File: config.mk
export PLATFORM = sky130hd
export DESIGN_NAME = activation_sequencer
export DESIGN_NICKNAME = d
export VERILOG_FILES = /design/src/rtl/act_pkg.sv /design/src/rtl/activation_functions.sv /design/src/rtl/activation_sequencer.sv
export SDC_FILE = /design/constraint.sdc
export NUM_CORES = 1
export LEC_CHECK = 0
export BUFFER_PORTS_ARGS = -buffer_cell sky130_fd_sc_hd__clkbuf_2
export CORE_AREA = 2 2 141 143
export CTS_BUF_LIST = sky130_fd_sc_hd__clkbuf_16
export DETAILED_ROUTE_END_ITERATION = 8
export DIE_AREA = 0 0 143 145
export MAX_ROUTING_LAYER = met4
export PLACE_DENSITY = 0.8
export SLEW_MARGIN = 10
export SYNTH_ARGS = -nofsm -noshare
export SYNTH_HDL_FRONTEND = slang
export SYNTH_SLANG_ARGS = --single-unit
export TNS_END_PERCENT = 100
File: constraint.sdc
create_clock -name clk -period 2.88 [get_ports clk]
set_clock_uncertainty 0.1 [all_clocks]
set_input_delay 0.432 -clock clk [delete_from_list [all_inputs] [get_ports clk]]
set_output_delay 0.432 -clock clk [all_outputs]
set_load 0.005 [all_outputs]
File: src/rtl/act_pkg.sv
// Shared activation codes, FP16 constants and sequencer state encoding.
package act_pkg;

    localparam logic [2:0] ACT_NONE    = 3'd0;
    localparam logic [2:0] ACT_RELU    = 3'd1;
    localparam logic [2:0] ACT_RELU6   = 3'd2;
    localparam logic [2:0] ACT_LEAKY   = 3'd3;
    localparam logic [2:0] ACT_SIGMOID = 3'd4;
    localparam logic [2:0] ACT_TANH    = 3'd5;
    localparam logic [2:0] ACT_SWISH   = 3'd6;
    localparam logic [2:0] ACT_GELU    = 3'd7;

    localparam logic [15:0] FP16_ZERO = 16'h0000;
    localparam logic [15:0] FP16_ONE  = 16'h3C00;
    localparam logic [15:0] FP16_SIX  = 16'h4600;
    localparam logic [15:0] FP16_HALF = 16'h3800;

    typedef enum logic [2:0] {IDLE, RD, CAPT, OUT, DONE} state_t;

endpackage

File: src/rtl/activation_functions.sv
// One activation lane: combinational function of i_data, registered when i_en is high.
// Latency 1 cycle; holds its output indefinitely while i_en is low (no backpressure of its own).
module activation_functions
    import act_pkg::*;
#(
    parameter int DATA_WIDTH        = 16,
    parameter bit IS_FLOATING_POINT = 1'b1
) (
    input  logic                  clk,
    input  logic                  rst_n,
    input  logic                  i_en,
    input  logic [2:0]            i_act_type,
    input  logic [DATA_WIDTH-1:0] i_data,
    output logic [DATA_WIDTH-1:0] o_data
);

    logic [DATA_WIDTH-1:0] w_result;
    logic [DATA_WIDTH-1:0] r_data;
    logic                  w_neg;

    assign w_neg = i_data[DATA_WIDTH-1];

    generate
        if (IS_FLOATING_POINT) begin : g_fp
            // Smooth functions are coarse piecewise stand-ins; sigmoid/tanh saturate at |x|>=1.
            logic       w_ge_six;
            logic       w_mag_ge_one;
            logic [4:0] w_exp;

            assign w_exp        = i_data[14:10];
            assign w_ge_six     = !w_neg && (i_data[14:0] >= FP16_SIX[14:0]);
            assign w_mag_ge_one = (i_data[14:0] >= FP16_ONE[14:0]);

            always_comb begin
                w_result = i_data;
                case (i_act_type)
                    ACT_RELU, ACT_SWISH, ACT_GELU: if (w_neg) w_result = FP16_ZERO;
                    ACT_RELU6: begin
                        if (w_neg)         w_result = FP16_ZERO;
                        else if (w_ge_six) w_result = FP16_SIX;
                    end
                    ACT_LEAKY: if (w_neg) w_result = (w_exp > 5'd3) ? {1'b1, w_exp - 5'd3, i_data[9:0]} : 16'h8000;
                    ACT_SIGMOID: w_result = !w_mag_ge_one ? FP16_HALF : (w_neg ? FP16_ZERO : FP16_ONE);
                    ACT_TANH: if (w_mag_ge_one) w_result = w_neg ? (FP16_ONE | 16'h8000) : FP16_ONE;
                    default: w_result = i_data;
                endcase
            end
        end else begin : g_int
            localparam logic [DATA_WIDTH-1:0] C_ONE = DATA_WIDTH'(1);
            localparam logic [DATA_WIDTH-1:0] C_SIX = DATA_WIDTH'(6);
            logic w_zero;

            assign w_zero = (i_data == '0);

            always_comb begin
                w_result = i_data;
                case (i_act_type)
                    ACT_RELU, ACT_SWISH, ACT_GELU: if (w_neg) w_result = '0;
                    ACT_RELU6: begin
                        if (w_neg)                w_result = '0;
                        else if (i_data >= C_SIX) w_result = C_SIX;
                    end
                    ACT_LEAKY:   if (w_neg) w_result = DATA_WIDTH'($signed(i_data) >>> 3);
                    ACT_SIGMOID: w_result = (w_neg || w_zero) ? '0 : C_ONE;
                    ACT_TANH:    w_result = w_neg ? {DATA_WIDTH{1'b1}} : (w_zero ? '0 : C_ONE);
                    default:     w_result = i_data;
                endcase
            end
        end
    endgenerate

    always_ff @(posedge clk or negedge rst_n) begin
        if (!rst_n)    r_data <= '0;
        else if (i_en) r_data <= w_result;
    end

    assign o_data = r_data;

endmodule

File: src/rtl/activation_sequencer.sv
// Row-serial activation job controller: RD -> CAPT -> OUT per row, first out_valid 3 cycles after accept.
// OUT holds all outputs stable while out_ready is low; one row per 3 cycles at best.
module activation_sequencer
    import act_pkg::*;
#(
    parameter int SIZE              = 8,
    parameter int DATA_WIDTH        = 16,
    parameter bit IS_FLOATING_POINT = 1'b1,
    parameter int ADDR_WIDTH        = 4,
    parameter int MAX_ROWS          = 8
) (
    input  logic                         clk,
    input  logic                         rst_n,
    input  logic                         cfg_valid,
    output logic                         cfg_ready,
    input  logic [2:0]                   cfg_act_type,
    input  logic [ADDR_WIDTH-1:0]        cfg_base_addr,
    input  logic [ADDR_WIDTH:0]          cfg_num_rows,
    input  logic                         abort,
    output logic                         rd_en,
    output logic [ADDR_WIDTH-1:0]        rd_addr,
    input  logic [SIZE*DATA_WIDTH-1:0]   rd_data,
    output logic                         out_valid,
    input  logic                         out_ready,
    output logic [SIZE*DATA_WIDTH-1:0]   out_data,
    output logic [ADDR_WIDTH:0]          out_row,
    output logic                         out_last,
    output logic                         busy,
    output logic                         done,
    output logic                         err,
    output logic                         aborted
);

    localparam int              RW          = ADDR_WIDTH + 1;
    localparam logic [RW-1:0]   LP_MAX_ROWS = RW'(MAX_ROWS);

    state_t                   r_state;
    logic [2:0]               r_act;
    logic [ADDR_WIDTH-1:0]    r_base;
    logic [RW-1:0]            r_num_rows;
    logic [RW-1:0]            r_row;
    logic                     r_cfg_ready, r_rd_en, r_out_valid, r_out_last;
    logic                     r_busy, r_done, r_err, r_aborted;
    logic [ADDR_WIDTH-1:0]    r_rd_addr;
    logic [RW-1:0]            r_out_row;

    logic                     w_lane_en;
    logic                     w_illegal;
    logic                     w_is_last;
    logic [RW-1:0]            w_next_row;
    logic [SIZE*DATA_WIDTH-1:0] w_lane_out;

    assign w_lane_en  = (r_state == CAPT);
    assign w_illegal  = (cfg_num_rows == '0) || (cfg_num_rows > LP_MAX_ROWS);
    assign w_is_last  = (r_row == r_num_rows - RW'(1));
    assign w_next_row = r_row + RW'(1);

    generate
        for (genvar g = 0; g < SIZE; g++) begin : g_lane
            activation_functions #(
                .DATA_WIDTH        (DATA_WIDTH),
                .IS_FLOATING_POINT (IS_FLOATING_POINT)
            ) u_lane (
                .clk        (clk),
                .rst_n      (rst_n),
                .i_en       (w_lane_en),
                .i_act_type (r_act),
                .i_data     (rd_data[g*DATA_WIDTH +: DATA_WIDTH]),
                .o_data     (w_lane_out[g*DATA_WIDTH +: DATA_WIDTH])
            );
        end
    endgenerate

    always_ff @(posedge clk or negedge rst_n) begin
        if (!rst_n) begin
            r_state     <= IDLE;
            r_act       <= '0;
            r_base      <= '0;
            r_num_rows  <= '0;
            r_row       <= '0;
            r_cfg_ready <= 1'b1;
            r_rd_en     <= 1'b0;
            r_rd_addr   <= '0;
            r_out_valid <= 1'b0;
            r_out_row   <= '0;
            r_out_last  <= 1'b0;
            r_busy      <= 1'b0;
            r_done      <= 1'b0;
            r_err       <= 1'b0;
            r_aborted   <= 1'b0;
        end else begin
            case (r_state)
                IDLE: if (cfg_valid) begin
                    r_act       <= cfg_act_type;
                    r_base      <= cfg_base_addr;
                    r_num_rows  <= cfg_num_rows;
                    r_row       <= '0;
                    r_cfg_ready <= 1'b0;
                    r_busy      <= 1'b1;
                    if (w_illegal) begin
                        r_state <= DONE;
                        r_done  <= 1'b1;
                        r_err   <= 1'b1;
                    end else begin
                        r_state   <= RD;
                        r_rd_en   <= 1'b1;
                        r_rd_addr <= cfg_base_addr;
                    end
                end
                RD: begin
                    r_rd_en <= 1'b0;
                    if (abort) begin
                        r_state   <= DONE;
                        r_done    <= 1'b1;
                        r_aborted <= 1'b1;
                    end else begin
                        r_state <= CAPT;
                    end
                end
                CAPT: begin
                    if (abort) begin
                        r_state   <= DONE;
                        r_done    <= 1'b1;
                        r_aborted <= 1'b1;
                    end else begin
                        r_state     <= OUT;
                        r_out_valid <= 1'b1;
                        r_out_row   <= r_row;
                        r_out_last  <= w_is_last;
                    end
                end
                OUT: begin
                    // A row accepted in the abort cycle still counts as transferred.
                    if (out_ready) r_row <= w_next_row;
                    if (abort || out_ready) begin
                        r_out_valid <= 1'b0;
                        r_out_last  <= 1'b0;
                    end
                    if (abort) begin
                        r_state   <= DONE;
                        r_done    <= 1'b1;
                        r_aborted <= 1'b1;
                    end else if (out_ready) begin
                        if (r_out_last) begin
                            r_state <= DONE;
                            r_done  <= 1'b1;
                        end else begin
                            r_state   <= RD;
                            r_rd_en   <= 1'b1;
                            r_rd_addr <= r_base + w_next_row[ADDR_WIDTH-1:0];
                        end
                    end
                end
                DONE: begin
                    r_state     <= IDLE;
                    r_done      <= 1'b0;
                    r_err       <= 1'b0;
                    r_aborted   <= 1'b0;
                    r_busy      <= 1'b0;
                    r_cfg_ready <= 1'b1;
                end
                default: r_state <= IDLE;
            endcase
        end
    end

    assign cfg_ready = r_cfg_ready;
    assign rd_en     = r_rd_en;
    assign rd_addr   = r_rd_addr;
    assign out_valid = r_out_valid;
    assign out_data  = w_lane_out;
    assign out_row   = r_out_row;
    assign out_last  = r_out_last;
    assign busy      = r_busy;
    assign done      = r_done;
    assign err       = r_err;
    assign aborted   = r_aborted;

endmodule
==> flow_summary.ini <==
[synthesis]
syn_nets = 1353
async_reset_ff_share_pct = 100
synthCells = 1194
yosys_warnings = 0
synth_edf_count = 0
synth-seq-cells = 165
syn_avg_cell_area_um2 = 8.41
netlist_area_mm2 = 0.0100
ys_types = 81
synthFlopType = dfrtp_1
seq_area_frac_synth_pct = 41.2

[global_route]
grt-ovfl-total = 0
grt_pass1_wl_um = 53400
grt_start_max_net_pins = 64
grtUsageTotal_pct = 33.1
antenna_found_initial = 0
grt_pass1_vias = 10260

[floorplanning]
core_area_mm2 = 0.0192
fp.dieArea_mm2 = 0.0207
initial_core_util_pct = 52.3
ios = 290
die_h_um = 145
die_w_um = 143
core.rowCount = 51

[timing]
worst-slew-pin-transition_ns = 1.19
setup_ws_ns = 0.305
fin_hold_ws_ns = 0.111
finalHoldViolCount = 0
slew_headroom_pct = 20.5
slew_violations = 0
fin_crit_ns = 2.58
fmax_mhz = 388
tns_ns = 0
rsz0062_at_grt = false
setup_viol = 0
period_share_pct = 89.4

[clock_tree]
ctsHoldBuffers = 1
ctsResizeCount = 0
root_buffer = clkbuf_16
h-tree-depth = 4
clkTransAtPathRegs_ns = 0.07
numCtsBuffers = 17
clock_path_buffers = 2
clock_latency_ns = 0.43
cts_tree = built
post_cts_buffers = 0
cts_sinks = 165

[drt]
vias = 10678
antenna_left = 0
viasPerCell = 6.09
drc = 0
drt_iter0_drc = 1106
wl_per_cell_um = 19.3
dr.pass1.iters = 6
wl_um = 33900

[worst_setup_path]
arrival_ns = 2.84
slowest_delay_ns = 0.62
crit_slowest_cell = dfrtp_1
path_delay_family = compound AO/OA/AOI/OAI gates
crit_buf_inv = 2
path_cells = buf_4, nand2b_1, nor2_2, buf_4, a211oi_1, o22ai_2, a22o_1
critPathRequiredTime_ns = 3.14
cpMostUsedCell = buf_4
cp_max_fo = 17
cp-start-kind = flop
end_kind = flop
crit_type = reg2reg

[placed_design]
gp_congestion = 0.959
place_ws_ns = 0.264
dpl.hpwl_um = 25100
portBuffers = 289

[final_layout]
antenna_cells = 0
drive_gt1_share_pct = 28.8
areaGrowthSynthToFinish_pct = 24.1
n_fill_cell = 1632
nets = 1634

[power_and_ir_drop]
vdd_ir_drop_max_mv = 0.589
p_leak_nw = 5.77
power_density_mw_per_mm2 = 939

[job]
cap_violations = 0

[hold_path]
hold_path.class = in2reg

[run_status]
status = completed
[placed cells by master, fill, tap and decap left out, types with 8 or more instances in the layout]
master / count
a21o_1: 8
a21oi_1: 126
a21oi_2: 11
a221oi_1: 9
a22o_1: 28
a22oi_1: 11
a31oi_1: 28
and3_1: 9
buf_4: 51
clkbuf_16: 17
clkbuf_2: 288
dfrtp_1: 164
ha_1: 13
inv_1: 21
mux2_2: 16
nand2_1: 216
nand2b_1: 17
nand3_1: 21
nand3b_1: 12
nand4_1: 8
nor2_1: 80
nor2b_1: 12
nor3_1: 22
nor4_1: 19
o211ai_1: 8
o21a_1: 10
o21ai_0: 79
o21ai_1: 14
o22ai_1: 8
o31ai_1: 9
xnor2_1: 13
[state kept, by name, indices dropped and copies added (netlist names), 3 cells and up]
signal / flops
r_state: 3
r_num_rows: 5
g_lane.u_lane.o_data: 128
out_row: 5
rd_addr: 4
r_row: 5
r_act: 3
r_base: 4
[worst paths after layout]
kind                       cells after the start  slack, ns                   from                                endpoint
setup / recovery                               7       0.30   r_act[2]$_DFFE_PN0P_  g_lane[4].u_lane.o_data[5]$_DFFE_PN0N_
max in group asynchronous                      3       1.43                  rst_n                   cfg_ready$_DFFE_PN1P_
hold / removal                                 3       0.11        cfg_act_type[0]                    r_act[0]$_DFFE_PN0P_
hold reg to reg                                2       0.37  cfg_ready$_DFFE_PN1P_                   cfg_ready$_DFFE_PN1P_
setup reg to reg                               7       0.30   r_act[2]$_DFFE_PN0P_  g_lane[4].u_lane.o_data[5]$_DFFE_PN0N_
min in group asynchronous                      2       0.43                  rst_n  g_lane[2].u_lane.o_data[1]$_DFFE_PN0N_
[report_power, final]
group / leakage, nW / total [mW] / switching (mW) / internal (mW)
Combinational: 3.48 / 5.65 / 3.28 / 2.37
Sequential: 2.04 / 3.95 / 0.648 / 3.30
Clock: 0.250 / 2.10 / 0.996 / 1.10
[worst register-to-register path, cell delays in order, from the launching register on]
cell and delay [ns]:
dfrtp_1 0.62, buf_4 0.33, nand2b_1 0.25, nor2_2 0.27, buf_4 0.25, a211oi_1 0.12
o22ai_2 0.37, a22o_1 0.20
[through the flow]
| step | cell area (µm²) | total power, mW | util, % | std cells |
|---|---|---|---|---|
| after CTS | 12500 | 11.6 | 64.8 | 1753 |
| after floorplan | 10000 | 7.03 | - | 1194 |
| final | 12500 | 11.7 | 64.8 | 1753 |
| after detailed placement | 11900 | 9.51 | 62.0 | 1720 |
| after global placement | 11900 | 9.34 | 62.0 | 1720 |
| after global routing | 12500 | 12.4 | 64.8 | 1753 |
[cells by family after synthesis]
family | count (synthesis) | synth area share [%]
buffers and inverters | 102 | 4.16
AO/OA/AOI/OAI | 411 | 27.0
AND/OR/NAND/NOR | 462 | 21.9
flip-flops | 165 | 41.2
multiplexers | 21 | 2.29
XOR/XNOR | 19 | 1.66
adder cells (fa/ha/maj) | 14 | 1.82
[cell usage after synthesis (6+ instances only)]
master / count / share of area [%]
a211oi_1: 6 / 0.45
a21o_1: 8 / 0.60
a21oi_1: 126 / 6.3
a21oi_2: 11 / 0.96
a221oi_1: 9 / 0.79
a22o_1: 28 / 2.4
a22oi_1: 11 / 0.82
a31oi_1: 28 / 1.7
and3_1: 9 / 0.56
buf_1: 11 / 0.41
buf_2: 22 / 1.1
clkbuf_1: 47 / 1.8
dfrtp_1: 164 / 41
ha_1: 13 / 1.6
inv_1: 20 / 0.75
mux2_2: 16 / 1.8
nand2_1: 216 / 8.1
nand2b_1: 17 / 1.1
nand3_1: 21 / 1.0
nand3b_1: 12 / 0.90
nand4_1: 8 / 0.50
nor2_1: 81 / 3.0
nor2b_1: 12 / 0.75
nor3_1: 22 / 1.1
nor4_1: 19 / 1.2
o211ai_1: 8 / 0.60
o21a_1: 10 / 0.75
o21ai_0: 79 / 3.9
o21ai_1: 14 / 0.70
o22ai_1: 8 / 0.50
o31ai_1: 9 / 0.67
or3_1: 6 / 0.37
xnor2_1: 13 / 1.1
xor2_1: 6 / 0.52
[layout make-up]
cell class,count,area [µm²],area share [%]
Tap cell,265,332,2.66
Timing Repair Buffer,343,1890,15.1
Sequential cell,165,4130,33.2
Clock inverter,15,106,0.854
Clock buffer,17,425,3.42
Multi-Input combinational cell,927,5500,44.1
Inverter,21,78.8,0.633
[routing by layer]
layer | up-vias | track usage (%) | share of wire (%)
met5 | - | - | 0
met4 | 0 | 11.4 | 3.4
met3 | 110 | 9.47 | 9.7
met2 | 557 | 52.5 | 47
met1 | 5086 | 40.4 | 39
li1 | 4925 | - | -
(Power assumes the default switching activity.)
